--- config.mk ---
export PLATFORM = sky130hd
export DESIGN_NAME = if_stage_flat
export DESIGN_NICKNAME = d
export VERILOG_FILES = /design/src/rtl/if_stage_pkg.sv /design/src/rtl/if_stage_if.sv /design/src/rtl/if_stage_if_id_reg.sv /design/src/rtl/if_stage.sv /design/src/flat_wrapper.sv
export SDC_FILE = /design/constraint.sdc
export NUM_CORES = 1
export LEC_CHECK = 0
export BUFFER_PORTS_ARGS = -buffer_cell sky130_fd_sc_hd__buf_4
export CELL_PAD_IN_SITES_DETAIL_PLACEMENT = 2
export CELL_PAD_IN_SITES_GLOBAL_PLACEMENT = 2
export CORE_MARGIN = 5
export CORE_UTILIZATION = 29
export CTS_CLUSTER_DIAMETER = 150
export DETAILED_ROUTE_END_ITERATION = 16
export PLACE_DENSITY = 0.85
export SETUP_SLACK_MARGIN = 0.15
export SLEW_MARGIN = 10
export SYNTH_ARGS = -nofsm -noshare
export SYNTH_HDL_FRONTEND = slang
export SYNTH_SLANG_ARGS = --single-unit
export TNS_END_PERCENT = 1
--- constraint.sdc ---
create_clock -name clk -period 2.3 [get_ports clk]
set_clock_uncertainty 0.1 [all_clocks]
set_input_delay 0.115 -clock clk [delete_from_list [all_inputs] [get_ports clk]]
set_output_delay 0.115 -clock clk [all_outputs]
set_load 0.02 [all_outputs]
--- src/rtl/if_stage_pkg.sv ---
`default_nettype none
// ============================================================================
//  Module      : if_stage_pkg
//  Description : Shared definitions for the instruction-fetch stage: fetch
//                FSM state encoding, reset-PC and bubble-instruction defaults,
//                and a word-alignment helper.
//  Revision    : 1.0  initial release
// ============================================================================
package if_stage_pkg;

  // REQ  : request outstanding (imem_req=1)
  // HOLD : word captured under freeze, waiting in the one-entry buffer
  // KILL : draining a request orphaned by a redirect
  typedef enum logic [1:0] {
    REQ  = 2'd0,
    HOLD = 2'd1,
    KILL = 2'd2
  } fetch_state_e;

  localparam logic [31:0] C_RESET_PC  = 32'h0000_0000;
  // cond=NV, so decode squashes it
  localparam logic [31:0] C_NOP_INSTR = 32'hF000_0000;

  function automatic logic [31:0] word_align(input logic [31:0] addr);
    return {addr[31:2], 2'b00};
  endfunction

endpackage
`default_nettype wire

--- src/rtl/if_stage_if.sv ---
`default_nettype none
// ============================================================================
//  Module      : if_stage_if
//  Description : Instruction-memory read channel.
//                master : fetch stage (drives imem_req/imem_addr)
//                slave  : memory      (drives imem_ready/imem_rdata)
//  Revision    : 1.0  initial release
// ============================================================================
interface if_stage_if;
  logic        imem_req;
  logic [31:0] imem_addr;
  logic        imem_ready;
  logic [31:0] imem_rdata;

  modport master (
    output imem_req,
    output imem_addr,
    input  imem_ready,
    input  imem_rdata
  );

  modport slave (
    input  imem_req,
    input  imem_addr,
    output imem_ready,
    output imem_rdata
  );
endinterface
`default_nettype wire

--- src/rtl/if_stage_if_id_reg.sv ---
`default_nettype none
// ============================================================================
//  Module      : if_id_reg
//  Description : IF/ID pipeline register.
//                Priority: flush (bubble) > freeze (hold) > load (new word)
//                > otherwise bubble.
//  Ports       : clk, rst (sync, active-low)
//                load, freeze, flush        control
//                pc_in, instr_in            data to load (loaded as valid)
//                pc_out, instr_out, valid_out  register contents
//  Revision    : 1.0  initial release
// ============================================================================
module if_id_reg
  import if_stage_pkg::*;
#(
  parameter logic [31:0] NOP_INSTR = C_NOP_INSTR
) (
  input  logic        clk,
  input  logic        rst,
  input  logic        load,
  input  logic        freeze,
  input  logic        flush,
  input  logic [31:0] pc_in,
  input  logic [31:0] instr_in,
  output logic [31:0] pc_out,
  output logic [31:0] instr_out,
  output logic        valid_out
);

  logic [31:0] pc_d,    pc_q;
  logic [31:0] instr_d, instr_q;
  logic        valid_d, valid_q;

  always_comb begin
    pc_d    = pc_q;
    instr_d = instr_q;
    valid_d = valid_q;
    if (flush) begin
      pc_d    = 32'd0;
      instr_d = NOP_INSTR;
      valid_d = 1'b0;
    end else if (freeze) begin
      // hold
    end else if (load) begin
      pc_d    = pc_in;
      instr_d = instr_in;
      valid_d = 1'b1;
    end else begin
      pc_d    = 32'd0;
      instr_d = NOP_INSTR;
      valid_d = 1'b0;
    end
  end

  always_ff @(posedge clk) begin
    if (!rst) begin
      pc_q    <= 32'd0;
      instr_q <= NOP_INSTR;
      valid_q <= 1'b0;
    end else begin
      pc_q    <= pc_d;
      instr_q <= instr_d;
      valid_q <= valid_d;
    end
  end

  assign pc_out    = pc_q;
  assign instr_out = instr_q;
  assign valid_out = valid_q;

endmodule
`default_nettype wire

--- src/rtl/if_stage.sv ---
`default_nettype none
// ============================================================================
//  Module      : if_stage
//  Description : Instruction-fetch stage: PC, fetch FSM (REQ/HOLD/KILL),
//                one-entry freeze buffer, redirect register and IF/ID register.
//  Ports       : clk, rst (sync, active-low)
//                freeze                      hazard stall from decode
//                branch_taken, branch_addr   redirect from execute
//                imem (if_stage_if.master)   instruction-memory channel
//                pc_out, instr_out, valid_out  IF/ID outputs
//  Revision    : 1.0  initial release
// ============================================================================
module if_stage
  import if_stage_pkg::*;
#(
  parameter logic [31:0] RESET_PC  = C_RESET_PC,
  parameter logic [31:0] NOP_INSTR = C_NOP_INSTR
) (
  input  logic              clk,
  input  logic              rst,
  input  logic              freeze,
  input  logic              branch_taken,
  input  logic [31:0]       branch_addr,
  if_stage_if.master        imem,
  output logic [31:0]       pc_out,
  output logic [31:0]       instr_out,
  output logic              valid_out
);

  fetch_state_e state_d, state_q;
  logic [31:0]  pc_d, pc_q;
  logic [31:0]  buf_pc_d, buf_pc_q;
  logic [31:0]  buf_instr_d, buf_instr_q;
  logic [31:0]  redir_d, redir_q;

  logic         ifid_load;
  logic [31:0]  ifid_pc;
  logic [31:0]  ifid_instr;
  logic [31:0]  pc_inc;
  logic [31:0]  target;

  assign pc_inc = pc_q + 32'd4;  // wraps modulo 2^32
  assign target = word_align(branch_addr);

  always_comb begin
    state_d     = state_q;
    pc_d        = pc_q;
    buf_pc_d    = buf_pc_q;
    buf_instr_d = buf_instr_q;
    redir_d     = redir_q;
    ifid_load   = 1'b0;
    ifid_pc     = pc_inc;
    ifid_instr  = imem.imem_rdata;

    case (state_q)
      REQ: begin
        if (branch_taken) begin
          if (imem.imem_ready) begin
            pc_d = target;
          end else begin
            // request still in flight: remember where to go once it drains
            redir_d = target;
            state_d = KILL;
          end
        end else if (imem.imem_ready) begin
          pc_d = pc_inc;
          if (freeze) begin
            buf_pc_d    = pc_inc;
            buf_instr_d = imem.imem_rdata;
            state_d     = HOLD;
          end else begin
            ifid_load = 1'b1;
          end
        end
      end

      HOLD: begin
        if (branch_taken) begin
          pc_d    = target;
          state_d = REQ;
        end else if (!freeze) begin
          ifid_load  = 1'b1;
          ifid_pc    = buf_pc_q;
          ifid_instr = buf_instr_q;
          state_d    = REQ;
        end
      end

      KILL: begin
        // the returning word belongs to the abandoned path and is dropped
        if (branch_taken) begin
          if (imem.imem_ready) begin
            pc_d    = target;
            state_d = REQ;
          end else begin
            redir_d = target;
          end
        end else if (imem.imem_ready) begin
          pc_d    = redir_q;
          state_d = REQ;
        end
      end

      default: state_d = REQ;
    endcase
  end

  always_ff @(posedge clk) begin
    if (!rst) begin
      state_q     <= REQ;
      pc_q        <= RESET_PC;
      buf_pc_q    <= 32'd0;
      buf_instr_q <= 32'd0;
      redir_q     <= 32'd0;
    end else begin
      state_q     <= state_d;
      pc_q        <= pc_d;
      buf_pc_q    <= buf_pc_d;
      buf_instr_q <= buf_instr_d;
      redir_q     <= redir_d;
    end
  end

  // gated by rst so no request is ever presented while reset is applied
  assign imem.imem_req  = rst && (state_q != HOLD);
  assign imem.imem_addr = word_align(pc_q);

  if_id_reg #(
    .NOP_INSTR (NOP_INSTR)
  ) u_if_id (
    .clk       (clk),
    .rst       (rst),
    .load      (ifid_load),
    .freeze    (freeze),
    .flush     (branch_taken),
    .pc_in     (ifid_pc),
    .instr_in  (ifid_instr),
    .pc_out    (pc_out),
    .instr_out (instr_out),
    .valid_out (valid_out)
  );

endmodule
`default_nettype wire

--- src/flat_wrapper.sv ---
// flat-port wrapper written by rule: the top's interface ports become plain ports
module if_stage_flat import if_stage_pkg::*;
#(
  parameter logic [31:0] RESET_PC  = C_RESET_PC,
  parameter logic [31:0] NOP_INSTR = C_NOP_INSTR
)
  (clk, rst, freeze, branch_taken, branch_addr, pc_out, instr_out, valid_out, imem_imem_req, imem_imem_addr, imem_imem_ready, imem_imem_rdata);
  if_stage_if imem_i ();
  input  logic clk;
  input  logic rst;
  input  logic freeze;
  input  logic branch_taken;
  input  logic [31:0] branch_addr;
  output logic [31:0] pc_out;
  output logic [31:0] instr_out;
  output logic valid_out;
  output wire logic [$bits(imem_i.imem_req)-1:0] imem_imem_req;
  output wire logic [$bits(imem_i.imem_addr)-1:0] imem_imem_addr;
  input wire logic [$bits(imem_i.imem_ready)-1:0] imem_imem_ready;
  input wire logic [$bits(imem_i.imem_rdata)-1:0] imem_imem_rdata;
  assign imem_imem_req = imem_i.imem_req;
  assign imem_imem_addr = imem_i.imem_addr;
  assign imem_i.imem_ready = imem_imem_ready;
  assign imem_i.imem_rdata = imem_imem_rdata;
  if_stage #(.RESET_PC(RESET_PC), .NOP_INSTR(NOP_INSTR)) u_core (.clk(clk), .rst(rst), .freeze(freeze), .branch_taken(branch_taken), .branch_addr(branch_addr), .imem(imem_i), .pc_out(pc_out), .instr_out(instr_out), .valid_out(valid_out));
endmodule
Word level (Yosys, flattened, before mapping)
Index checks and enable logic that the tools add are counted.

Flip-flop bits (word level): 193. Input port bits: 69.

$add $sub $neg: 1. Eq/ne operators: 10. Muxes and demuxes: 25. Bitwise operators: 3. Reduce and logical (&&, ||, !) cells: 9.

Operators with widths (count): 2-to-1 mux 32 bit (10); case mux 32 bit (3 select lines) (1); adder 32 x 3 -> 32 bit, second input constant (1); inequality test 3 bit, second input constant (5); 2-to-1 mux 2 bit (7); AND reduction 4 bit (2); case mux 2 bit (3 select lines) (1); 2-to-1 mux 1 bit (5); AND reduction 5 bit (1); inequality test 2 bit, second input constant (2); OR reduction 2 bit (2); inverter 1 bit (3); AND reduction 3 bit (1); nonzero test 3 bit (1); equality test 2 x 1 -> 1 bit, second input constant (1); equality test 2 bit, second input constant (1); zero test 2 bit (1); inequality test 2 x 1 -> 1 bit, second input constant (1); case mux 1 bit (2 select lines) (1); logical AND 1 bit (1).

Longest topological paths before layout
Gate-level depths: netlist of the first run.

Depth after elaboration: 5. Depth in mapped cells: 9.

Cells and area by module
Synthesis of the first run repeated with hierarchy kept, for this count alone.

Cells, all modules: 1301. Area total of the unflattened synthesis: 10358.7 um2.

Modules (own cells, without submodules): if_stage (instances 1, cells an instance 1012, area each 7782.5 um2, sequential area each 2562.5 um2); if_id_reg (instances 1, cells an instance 289, area each 2576.2 um2, sequential area each 1301.2 um2).

Least setup slack after synthesis of the first run
No wires, ideal clock.

Path type: register -> register. Start point: register u_core.pc_q[11]. End point: register u_core.u_if_id.pc_q[21], in the netlist u_core.u_if_id.pc_out[21]. Library setup time: 0.133 ns. Arrival time: 1.997 ns. Data required time: 2.067 ns. Setup slack: 0.070 ns. Cell stages (with the launch flop): 8. Buffers on the path: 2. Period minus slack after synthesis: 2.230 ns. Cells stage by stage: dfxtp_1 > buf_2 > nand4_2 > or4_1 > clkbuf_1 > or3_1 > xor2_1 > o22ai_1.

Word-level cells in the longest chain between the ends: 3.

RTL lines: from (decl) (line if_stage.sv:31) `logic [31:0] pc_d, pc_q;`; from (signal assigned) (line if_stage.sv:117) `pc_q <= pc_d;`; adder 32 x 3 -> 32 bit (line if_stage.sv:42) `assign pc_inc = pc_q + 32'd4;`; 2-to-1 mux 32 bit (line if_stage.sv:55) `case (state_q)`; 2-to-1 mux 32 bit (line if_stage_if_id_reg.sv:44) `end else if (load) begin`; to (signal assigned) (line if_stage_if_id_reg.sv:61) `pc_q <= pc_d;`; to (decl) (line if_stage_if_id_reg.sv:30) `logic [31:0] pc_d, pc_q;`.

Every way passes these cells. A chain may end at the register's enable or synchronous reset.

Final worst setup path of the first run
Start point: register u_core.pc_q[14]. End point: register u_core.u_if_id.pc_q[31], in the netlist u_core.u_if_id.pc_out[31].

Same word-level chain as after synthesis.

==> impl_metrics.tcl, run 1 <==
set metrics [dict create \
    outcome "finished with violations" \
    violations "negative setup slack" \
    finalHoldViolCount 0 \
    cts_buffers 17 \
    vias 10640 \
    crit_required_ps 2580 \
    cts_buffer_depth 2 \
    mostFrequentLayoutCells "buf_4 (250), nand2_1 (189), dfxtp_1 (189)" \
    end_kind "flip-flop" \
    die_area_um2 36660 \
    synth_cell_type_count 61 \
    utilization_pct 40.69 \
    ant_nets 0 \
    dpl-instance-area_um2 11690 \
    path_cells "nand4_1 -> or4_4 -> nor4_1 -> buf_4 -> o21ai_0 -> a21oi_1" \
    worstSetupStartpointType "flip-flop" \
    dr.pass1.iters 7 \
    core_region_area_um2 32540 \
    drt-vias-per-instance 5.574 \
    synth_area_leader_cell "dfxtp_1" \
    fin_nets 1529 \
    cts_root_buffer "clkbuf_16" \
    post-route-min-period_ps 2331 \
    h-tree-depth 4 \
    antenna_found_initial 2 \
    slew_viol_final 0 \
    layout_commonest_cell "buf_4" \
    avgSynthCellArea_um2 7.828 \
    fin_ws_ps -31.18 \
    maxSlewHeadroom_pct 38.78 \
    synth_seq_cells 193 \
    track_usage_pct 22.10 \
    port_buffers 162 \
    yosys_warnings 0 \
    dpl.cell_count 1805 \
    dp_slack_ps -51.34 \
    drc 0 \
    worstPathArrival_ps 2610 \
    fp.dieW_um 191.5 \
    overflow 0 \
    synth_ff_type "dfxtp_1" \
    vdd_drop_max_mv 0.5613 \
    rows 66 \
    slowest_stage "or4_4" \
    gp_congestion 0.8479 \
    clkTransAtPathRegs_ps 80 \
    r2r_slack_ps -30 \
    grt_max_degree 64 \
    grt_pass1_wl_mm 64.21 \
    stdcell_area_um2 13240 \
    cts_tree "yes" \
    drtIter0Drc 602 \
    powerDensity_nw_per_um2 720.5 \
    die_h_um 191.5 \
    max_freq_mhz 429.0 \
    grt_pass1_vias 11159 \
    clock_latency_ps 450 \
    ios 167 \
    synth_area_leaders "dfxtp_1 (40%), a21oi_1 (8.1%), nand2_1 (7.5%), mux2i_1 (5.3%), nor2_1 (4.3%)" \
    hold_path_class "input port to flip-flop" \
    setup_viol 4 \
    drive_gt1_share_pct 23.89 \
    cts.sinks 193 \
    worstSetupPathType "flip-flop to flip-flop" \
    min_period_over_period_pct 101.4 \
    maxCapViolations 0 \
    synth_edf_count 0 \
    leakagePower_nw 4.970 \
    rsz0062_at_grt "true" \
    start_util_pct 29.35 \
    dp_hpwl_mm 28.37 \
    synth.cell_area_um2 9550 \
    cpPeakStageDelay_ps 650 \
    cp_max_fo 4 \
    async_reset_ff_share_pct 0 \
    worstMarginPinSlew_ps 914.9 \
    syn_to_final_growth_pct 38.63 \
    synthCells 1220 \
    yosysSeqAreaShare_pct 40.46 \
    wl_mm 45.09 \
    post_drt_wl_per_cell_um 23.62 \
    yosysTopAreaCellShare_pct 40.46 \
    fin_cells 1909 \
]
-- state kept, by name, indices dropped and copies added (netlist names) --
| name | count |
|---|---|
| u_core.buf_instr_q | 32 |
| u_core.buf_pc_q | 32 |
| u_core.state_q | 2 |
| u_core.pc_q | 32 |
| u_core.u_if_id.instr_out | 32 |
| u_core.u_if_id.valid_out | 1 |
| u_core.u_if_id.pc_out | 32 |
| u_core.redir_q | 30 |
-- metrics by stage --
stage                     hold slack [ps]  TNS, ps  total power, mW
after global routing                65.47   -339.7            9.898
after global placement              274.6        0            6.011
after floorplan                     151.0        0            5.081
final                               63.39   -93.61            9.539
after detailed placement            284.2   -180.5            6.128
after CTS                           10.50        0            9.327
-- Yosys cell counts (all sizes together), types with 6 or more instances --
| cell | n |
|---|---|
| o22ai | 25 |
| mux2i | 51 |
| nand4b | 9 |
| a32oi | 6 |
| buf | 25 |
| nor3 | 12 |
| or3 | 9 |
| and3 | 15 |
| dfxtp | 193 |
| a21oi | 155 |
| nand4 | 7 |
| a22o | 17 |
| xnor2 | 19 |
| nor2 | 110 |
| nand2 | 191 |
| nor4 | 17 |
| nand3 | 42 |
| o21ai | 60 |
| mux2 | 10 |
| a31oi | 12 |
| clkbuf | 88 |
| inv | 14 |
| xor2 | 8 |
| a211oi | 20 |
| o21a | 6 |
| a22oi | 25 |
-- what timing repair did --
item | 4_1_cts | 5_1_grt
hold endpoints to repair | 95 | 0
cloned | 0 | 4
buffers inserted | 0 | 5
gates resized for setup | 23 | 24
setup endpoints to repair | 120 | 99
hold buffers | 64 | 0
pin swaps | 3 | 5
-- where the power goes --
part,switching (mW),total [mW],internal (mW)
combinational,1.62,2.72,1.10
sequential,0.197,3.73,3.54
clock,1.44,3.09,1.65
total,3.26,9.54,6.28
-- area by class of cell --
type | instances | area (um2)
Tap cell | 442 | 553.0
Clock buffer | 21 | 460.4
Antenna cell | 2 | 5.005
Inverter | 14 | 56.30
Fill cell | 3684 | 19300
Clock inverter | 8 | 105.1
Timing Repair Buffer | 328 | 2806
Multi-Input combinational cell | 901 | 5383
Sequential cell | 193 | 3871
-- path summary, 6_finish.rpt --
| kind | endpoint | start | depth (start not counted) |
|---|---|---|---|
| max | u_core.u_if_id.pc_out[31] | u_core.pc_q[14] | 6 |
| max reg2reg | u_core.u_if_id.pc_out[31] | u_core.pc_q[14] | 6 |
| min reg2reg | u_core.buf_instr_q[4] | u_core.buf_instr_q[4] | 2 |
| min | u_core.state_q[0] | rst | 3 |
-- worst max-delay path: cells and delay by family (launching register included) --
family                 cells  cell delay, ps
buffers and inverters      1             190
and+or+nand+nor            3            1310
DFF                        1             450
AOI/OAI and AO/OA          2             200
-- layer usage --
layer	share of wire, %	global-route usage, %	routed length, um
met3	4.5	3.835	2046
met1	41	26.92	18630
met2	52	40.14	23270
met4	2.6	5.773	1152
met5	0	0	0
-- cell families (layout without fill, tap and decap cells) --
| logic type | count (synthesis) | after routing | share of synthesized area [%] |
|---|---|---|---|
| AND/OR/NAND/NOR | 437 | 437 | 20.70 |
| AO/OA/AOI/OAI | 369 | 369 | 23.87 |
| flip-flops | 193 | 193 | 40.46 |
| buffers and inverters | 127 | 371 | 5.280 |
| multiplexers | 61 | 61 | 6.524 |
| XOR/XNOR | 27 | 27 | 2.476 |
| adder cells (fa/ha/maj) | 5 | 5 | 0.6551 |
| other | 1 | 4 | 0.03927 |
No activity file was read; power rests on OpenSTA's default activity.
==> inputs of run 2 (changes only) <==
--- a/config.mk
+++ b/config.mk
@@ -12,6 +12,7 @@
 export CORE_UTILIZATION = 29
 export CTS_CLUSTER_DIAMETER = 150
 export DETAILED_ROUTE_END_ITERATION = 16
+export GPL_TIMING_DRIVEN = 0
 export PLACE_DENSITY = 0.85
 export SETUP_SLACK_MARGIN = 0.15
 export SLEW_MARGIN = 10
==> impl_metrics.tcl, run 2 (synthesis gave the netlist of run 1 again) <==
set metrics [dict create \
    outcome "finished with violations" \
    violations "negative setup slack" \
    post_drt_wl_per_cell_um 25.82 \
    grt_max_degree 20 \
    min_period_over_period_pct 102.1 \
    maxSlewHeadroom_pct 40.23 \
    drive_gt1_share_pct 27.70 \
    mostFrequentLayoutCells "nand2_1 (186), buf_4 (186), dfxtp_1 (169)" \
    slew_viol_final 0 \
    ant_nets 0 \
    maxCapViolations 0 \
    gp_congestion 0.9328 \
    cts_buffer_depth 2 \
    core_region_area_um2 32540 \
    stdcell_area_um2 13640 \
    cts_buffers 17 \
    syn_to_final_growth_pct 42.83 \
    h-tree-depth 4 \
    finalHoldViolCount 0 \
    drtIter0Drc 810 \
    diodes 0 \
    rows 66 \
    dp_slack_ps -993.2 \
    rsz0062_at_grt "true" \
    clock_latency_ps 470 \
    cts_tree "yes" \
    leakagePower_nw 5.104 \
    dpl-instance-area_um2 11320 \
    cts.sinks 193 \
    drt-vias-per-instance 5.723 \
    worstSetupPathType "flip-flop to flip-flop" \
    crit_required_ps 2570 \
    fin_nets 1552 \
    worstSetupStartpointType "flip-flop" \
    overflow 0 \
    die_h_um 191.5 \
    antenna_found_initial 0 \
    worstPathArrival_ps 2620 \
    drc 0 \
    worstMarginPinSlew_ps 896.5 \
    vdd_drop_max_mv 0.5961 \
    fp.dieW_um 191.5 \
    powerDensity_nw_per_um2 717.7 \
    port_buffers 160 \
    grt_pass1_wl_mm 70.66 \
    start_util_pct 29.35 \
    utilization_pct 41.92 \
    die_area_um2 36660 \
    wl_mm 49.90 \
    post-route-min-period_ps 2348 \
    fin_ws_ps -48.41 \
    dp_hpwl_mm 33.33 \
    dr.pass1.iters 5 \
    cts_root_buffer "clkbuf_16" \
    setup_viol 5 \
    grt_pass1_vias 11756 \
    track_usage_pct 25.07 \
    hold_path_class "input port to flip-flop" \
    ios 167 \
    cp_max_fo 8 \
    vias 11062 \
    end_kind "flip-flop" \
    max_freq_mhz 425.8 \
    clkTransAtPathRegs_ps 80 \
]
run 2: what timing repair did:
| item | 4_1_cts | 5_1_grt |
|---|---|---|
| gates cloned | 1 | 0 |
| endpoints found under the setup margin | 193 | 193 |
| endpoints found under the hold margin | 93 | 0 |
| gates resized for setup | 132 | 218 |
| hold buffers | 62 | 0 |
| buffers inserted | 9 | 7 |
| pin swaps | 3 | 25 |
run 2: path summary, 6_finish.rpt:
kind                          start            endpoint  depth (start not counted)  slack, ps
setup reg to reg     u_core.pc_q[2]     u_core.pc_q[25]                          7        -50
hold reg to reg   u_core.redir_q[4]   u_core.redir_q[4]                          2        360
setup / recovery     u_core.pc_q[2]     u_core.pc_q[25]                          7        -50
hold / removal         branch_taken  u_core.buf_pc_q[6]                          5        170
run 2: critical path, stage by stage, from the launching register on:
cell	delay (ps)
dfxtp_4	420
buf_8	150
nand4_1	170
or4_4	500
buf_6	170
nor4_2	370
o21ai_1	170
a21oi_1	210
run 2: layer usage:
layer | track usage [%] | vias to the layer above | part of all wire (%)
li1 | - | 4880 | -
met1 | 29.71 | 5596 | 40
met2 | 44.41 | 458 | 50
met3 | 4.839 | 128 | 5.5
met4 | 10.14 | 0 | 4.1
met5 | 0 | - | 0
run 2: metrics by stage:
step | power, mW | cells | hold WS (ps) | TNS, ps
after global routing | 10.07 | 1933 | 181.5 | -181.9
after floorplan | 5.081 | 1221 | 151.0 | 0
after CTS | 9.365 | 1926 | 100.1 | 0
after detailed placement | 6.049 | 1823 | 285.6 | -109750
final | 9.790 | 1933 | 168.2 | -165.3
after global placement | 5.962 | 1823 | 272.1 | -93500
run 2: area by class of cell:
type	instances	area (um2)
multi-input combinational	901	5757
clock inverter	14	143.9
clock buffer	18	439.2
fill	3587	18900
inverter	14	55.05
sequential	193	3924
tap	442	553.0
timing repair buffer	239	1973
buffer	112	795.8
run 2: report_power, final:
group	switching, mW	internal (mW)	leakage [nW]
Clock	1.62	1.47	0.280
Sequential	0.324	3.56	1.58
Combinational	1.70	1.11	3.24
